$ cat src/rtl/sprite_ram_loader.sv
// rtl/sprite_ram_loader.sv - sprite RAM write engine: pointer writes with auto-increment and hardware fill
// Optional build macro: SPRITE_LOADER_RLE_EN (DATA writes carry a run length; runs > 1 behave as a fill)
module sprite_ram_loader #(
  parameter int ADDR_WIDTH = 11,
  parameter int DATA_WIDTH = 3
) (
  input  logic                  clk,
  input  logic                  reset_n,
  input  logic                  cs,
  input  logic                  write,
  input  logic                  read,
  input  logic [4:0]            reg_addr,
  input  logic [31:0]           wr_data,
  output logic [31:0]           rd_data,
  output logic                  ram_we,
  output logic [ADDR_WIDTH-1:0] ram_addr_w,
  output logic [DATA_WIDTH-1:0] ram_din
);

  localparam logic [0:0] ST_IDLE = 1'b0;
  localparam logic [0:0] ST_FILL = 1'b1;

  localparam logic [4:0] REG_PTR    = 5'd0;
  localparam logic [4:0] REG_DATA   = 5'd1;
  localparam logic [4:0] REG_LEN    = 5'd2;
  localparam logic [4:0] REG_FILL   = 5'd3;
  localparam logic [4:0] REG_STATUS = 5'd4;

`ifdef SPRITE_LOADER_RLE_EN
  localparam logic RLE_BUILD = 1'b1;
`else
  localparam logic RLE_BUILD = 1'b0;
`endif

  logic [0:0]            state_q, state_d;
  logic [ADDR_WIDTH-1:0] ptr_q, ptr_d;
  logic [ADDR_WIDTH:0]   len_q, len_d;
  logic [ADDR_WIDTH:0]   cnt_q, cnt_d;
  logic [DATA_WIDTH-1:0] colour_q, colour_d;
  logic                  overrun_q, overrun_d;
  logic                  we_q, we_d;
  logic [ADDR_WIDTH-1:0] addr_q, addr_d;
  logic [DATA_WIDTH-1:0] din_q, din_d;

  logic        wr_en;
  logic        busy;
  logic [31:0] status;
  logic        unused_inputs;

  assign wr_en = cs & write;
  assign busy  = (state_q == ST_FILL);

  // Reads have no side effects and only part of the write word is meaningful
  assign unused_inputs = ^{read, wr_data};

`ifdef SPRITE_LOADER_RLE_EN
  logic [7:0] run;
  assign run = wr_data[15:8];
`endif

  // Next-state logic: fill sequencing plus MMIO register writes (at most one access per cycle)
  always_comb begin
    state_d   = state_q;
    ptr_d     = ptr_q;
    len_d     = len_q;
    cnt_d     = cnt_q;
    colour_d  = colour_q;
    overrun_d = overrun_q;
    we_d      = 1'b0;
    addr_d    = addr_q;
    din_d     = din_q;

    if (busy) begin
      we_d   = 1'b1;
      addr_d = ptr_q;
      din_d  = colour_q;
      ptr_d  = ptr_q + 1'b1;
      cnt_d  = cnt_q - 1'b1;
      if (cnt_q == {{ADDR_WIDTH{1'b0}}, 1'b1}) begin
        state_d = ST_IDLE;
      end
    end

    if (wr_en) begin
      case (reg_addr)
        REG_PTR: begin
          if (busy) overrun_d = 1'b1;
          else      ptr_d     = wr_data[ADDR_WIDTH-1:0];
        end
        REG_DATA: begin
          if (busy) begin
            overrun_d = 1'b1;
          end
`ifdef SPRITE_LOADER_RLE_EN
          else if (run > 8'd1) begin
            colour_d = wr_data[DATA_WIDTH-1:0];
            cnt_d    = (ADDR_WIDTH+1)'(run);
            state_d  = ST_FILL;
          end
`endif
          else begin
            we_d   = 1'b1;
            addr_d = ptr_q;
            din_d  = wr_data[DATA_WIDTH-1:0];
            ptr_d  = ptr_q + 1'b1;
          end
        end
        REG_LEN: begin
          len_d = wr_data[ADDR_WIDTH:0];
        end
        REG_FILL: begin
          if (busy) begin
            overrun_d = 1'b1;
          end else if (len_q != '0) begin
            colour_d = wr_data[DATA_WIDTH-1:0];
            cnt_d    = len_q;
            state_d  = ST_FILL;
          end
        end
        REG_STATUS: begin
          overrun_d = 1'b0;
        end
        default: begin
        end
      endcase
    end
  end

  // State and RAM-side output registers with synchronous active-low reset
  always_ff @(posedge clk) begin
    if (!reset_n) begin
      state_q   <= ST_IDLE;
      ptr_q     <= '0;
      len_q     <= '0;
      cnt_q     <= '0;
      colour_q  <= '0;
      overrun_q <= 1'b0;
      we_q      <= 1'b0;
      addr_q    <= '0;
      din_q     <= '0;
    end else begin
      state_q   <= state_d;
      ptr_q     <= ptr_d;
      len_q     <= len_d;
      cnt_q     <= cnt_d;
      colour_q  <= colour_d;
      overrun_q <= overrun_d;
      we_q      <= we_d;
      addr_q    <= addr_d;
      din_q     <= din_d;
    end
  end

  // Combinational register read-back
  always_comb begin
    status                  = '0;
    status[0]               = busy;
    status[1]               = overrun_q;
    status[2]               = RLE_BUILD;
    status[16 +: ADDR_WIDTH] = ptr_q;
    case (reg_addr)
      REG_PTR:    rd_data = 32'(ptr_q);
      REG_LEN:    rd_data = 32'(len_q);
      REG_STATUS: rd_data = status;
      default:    rd_data = '0;
    endcase
  end

  assign ram_we     = we_q;
  assign ram_addr_w = addr_q;
  assign ram_din    = din_q;

endmodule

$ cat config.mk
export PLATFORM = sky130hd
export DESIGN_NAME = sprite_ram_loader
export DESIGN_NICKNAME = d
export VERILOG_FILES = /design/src/rtl/sprite_ram_loader.sv
export SDC_FILE = /design/constraint.sdc
export NUM_CORES = 1
export LEC_CHECK = 0
export BUFFER_PORTS_ARGS = -buffer_cell sky130_fd_sc_hd__buf_2
export CAP_MARGIN = 20
export CORE_MARGIN = 1
export CORE_UTILIZATION = 56
export CTS_CLUSTER_SIZE = 10
export DETAILED_ROUTE_END_ITERATION = 16
export GPL_TIMING_DRIVEN = 0
export PLACE_DENSITY = 0.87
export REMOVE_ABC_BUFFERS = 1
export SETUP_SLACK_MARGIN = 0.4
export SLEW_MARGIN = 10
export SYNTH_ARGS = -nofsm -noshare
export SYNTH_HDL_FRONTEND = slang
export SYNTH_SLANG_ARGS = --single-unit
$ cat constraint.sdc
create_clock -name clk -period 3.1 [get_ports clk]
set_clock_uncertainty 0.2 [all_clocks]
set_input_delay 0.62 -clock clk [delete_from_list [all_inputs] [get_ports clk]]
set_output_delay 0.62 -clock clk [all_outputs]
set_load 0.005 [all_outputs]
==> impl_metrics.ini <==
[placed_design]
placed_cells = 476
dp_hpwl_mm = 5.400
io_buffers = 58
gp_congestion = 0.9089

[clock_tree]
cts_max_level = 2
cts_sinks = 55
clock_latency_ns = 0.32
cts_tree = yes
cts.clk_slew.worst_paths_ns = 0.10
cts_buffers = 5
cts_root_buffer = clkbuf_8
cts_buffer_depth = 2

[detailed_routing]
wl_mm = 8.088
num_vias = 3025
viasPerCell = 6.161
wire_per_inst_um = 16.47
drcViolationCount = 0
drt_iter0_markers = 217
drt_pass1_iterations = 6
drtAntennaViolNets = 0

[timing]
final-hold-violation-count = 0
fin_crit_ns = 2.715
whs_ns = 0.2593
setup_tns_ns = 0
worstMarginPinSlew_ns = 0.9198
drv_slew = 0
fmax_ghz = 0.3683
finalSetupViolations = 0
grt_setup_unrepaired = true
post-route-period-util = 0.8759
slew_headroom = 0.3868

[synth]
dominantRegCellSynth = dfxtp_1
syn_avg_cell_area_um2 = 8.189
synth_top_area_share = 0.3557
yosys-top-cells-area = dfxtp_1 36%, mux2i_1 6.1%, nor2_1 4.5%
seq_area_frac_synth = 0.3557
synth_cells = 378
yosysTopAreaCell = dfxtp_1
async_reset_ff_frac = 0
syn_area_um2 = 3095
synth_cell_type_count = 61
synth_edf_count = 0
yosysMostFrequentCell = dfxtp_1
ys_seq_elements = 55
ys_warn_count = 0
synthTopCellsByCount = 55 x dfxtp_1, 37 x nor2_1, 36 x nand2_1

[floorplan]
io_pins = 89
dieArea_um2 = 5829
initial_core_util = 0.5947
rows = 26
die_w_um = 76.35
die_h_um = 76.35
core_area_um2 = 5205

[worst_setup_path]
r2r_setup_slack_ns = 0.59
cp_max_fo = 15
end_kind = output port
cp-start-kind = input pin
worstPathRequired_ns = 2.28
cp.arrival_ns = 1.90
worstSetupPathType = input pin to output port

[cells_and_area]
diodes = 0
areaGrowthSynthToFinish_pct = 14.55
nets = 467
drive_above_1_share = 0.2185
instances_no_fill = 491

[global_route]
grt_overflow = 0
antenna_found_initial = 0
grt_usage = 0.2739
grt_use_met3 = 0.04431
grt_pass1_wl_mm = 12.99
grt_pass1_vias = 2786
met2_usage = 0.4739
grt_max_degree = 42
busiest_layer = met2
use_met1 = 0.3378

[power]
power.leakage_nw = 1.579
p_per_area_nw_per_um2 = 386.7
ir_worst_vdd_uv = 261.3

[flow_run]
maxCapViolCount = 0

[worst_hold_path]
min_path_type = flop to flop

[status]
status = complete, no violations
through the flow:
stage / total power, mW / utilization / worst slack (ns) / instance area, µm²
2_1_floorplan: 0.7633 / - / 0.1544 / 2923
3_5_place_dp: 0.8056 / 0.6368 / -0.3523 / 3314
3_3_place_gp: 0.8035 / 0.6341 / -0.5049 / 3301
6_report: 1.371 / 0.6813 / 0.3846 / 3546
4_1_cts: 1.368 / 0.6798 / 0.3950 / 3538
5_1_grt: 1.408 / 0.6813 / 0.3082 / 3546
logic make-up after synthesis:
logic type / count (synthesis) / share of synthesized area
adder cells (fa/ha/maj): 5 / 0.02021
XOR/XNOR: 12 / 0.03396
buffers and inverters: 48 / 0.07639
other: 1 / 0.001211
AO/OA/AOI/OAI: 93 / 0.2066
AND/OR/NAND/NOR: 144 / 0.2409
flip-flops: 55 / 0.3557
multiplexers: 20 / 0.06508
state kept, by name, summed over array words and instances (netlist names):
signal      count
colour_q        3
ptr_q          11
cnt_q          12
busy            1
ram_we          1
ram_din         3
len_q          12
ram_addr_w     11
overrun_q       1
critical path: stages:
cell and delay (ns):
buf_2 0.25, or3_4 0.22, nor2_4 0.06, buf_4 0.14, a222oi_1 0.38, inv_1 0.09, buf_2 0.14
what timing repair did:
item | 4_1_cts | 5_1_grt
hold buffers | 0 | 0
gates resized for setup | 8 | 2
buffers inserted | 7 | 0
setup endpoints to repair | 26 | 11
pin swaps | 4 | 1
where the power goes:
part,total [mW],switching [mW],internal (mW)
Combinational,0.0894,0.0626,0.0268
Sequential,0.711,0.00316,0.708
Clock,0.571,0.248,0.322
Total,1.37,0.314,1.06
per-layer routing:
layer / wire [µm] / vias to the layer above
li1: - / 1430
met4: 206 / 0
met3: 595 / 23
met5: 0 / -
met1: 3228 / 1428
met2: 4057 / 144
area by class of cell:
class	count	area [µm²]
Inverter	9	33.78
Tap cell	70	87.58
Clock buffer	5	68.82
Timing Repair Buffer	66	356.6
Clock inverter	3	67.56
Sequential cell	55	1102
Fill cell	415	1659
Multi-Input combinational cell	283	1829
final timing paths:
path	from	endpoint	depth (start not counted)
max reg2reg	busy$_SDFF_PN0_	ptr_q[0]$_SDFF_PN0_	6
min reg2reg	colour_q[1]$_SDFFE_PN0P_	colour_q[1]$_SDFFE_PN0P_	2
min	colour_q[1]$_SDFFE_PN0P_	colour_q[1]$_SDFFE_PN0P_	2
max	reg_addr[2]	rd_data[0]	7
layout by cell type (no fill, tap or decap), types with 3 or more instances in the layout:
cell type and n:
buf_2 57, dfxtp_1 54, nand2_1 36, nor2_1 36
a21oi_1 24, o21ai_0 23, nand3_1 22, mux2i_1 19
and3_1 14, xnor2_1 9, conb_1 9, a22o_1 8
buf_4 8, inv_1 7, a31oi_1 6, nor4_1 5
ha_1 5, clkbuf_8 5, and2_1 4, nor3_1 4
nand4_1 4, o2111a_1 4, or3_1 4, nor4_4 3
a211oi_1 3, xor2_1 3
Note: power is estimated with default switching activity, not from simulation.
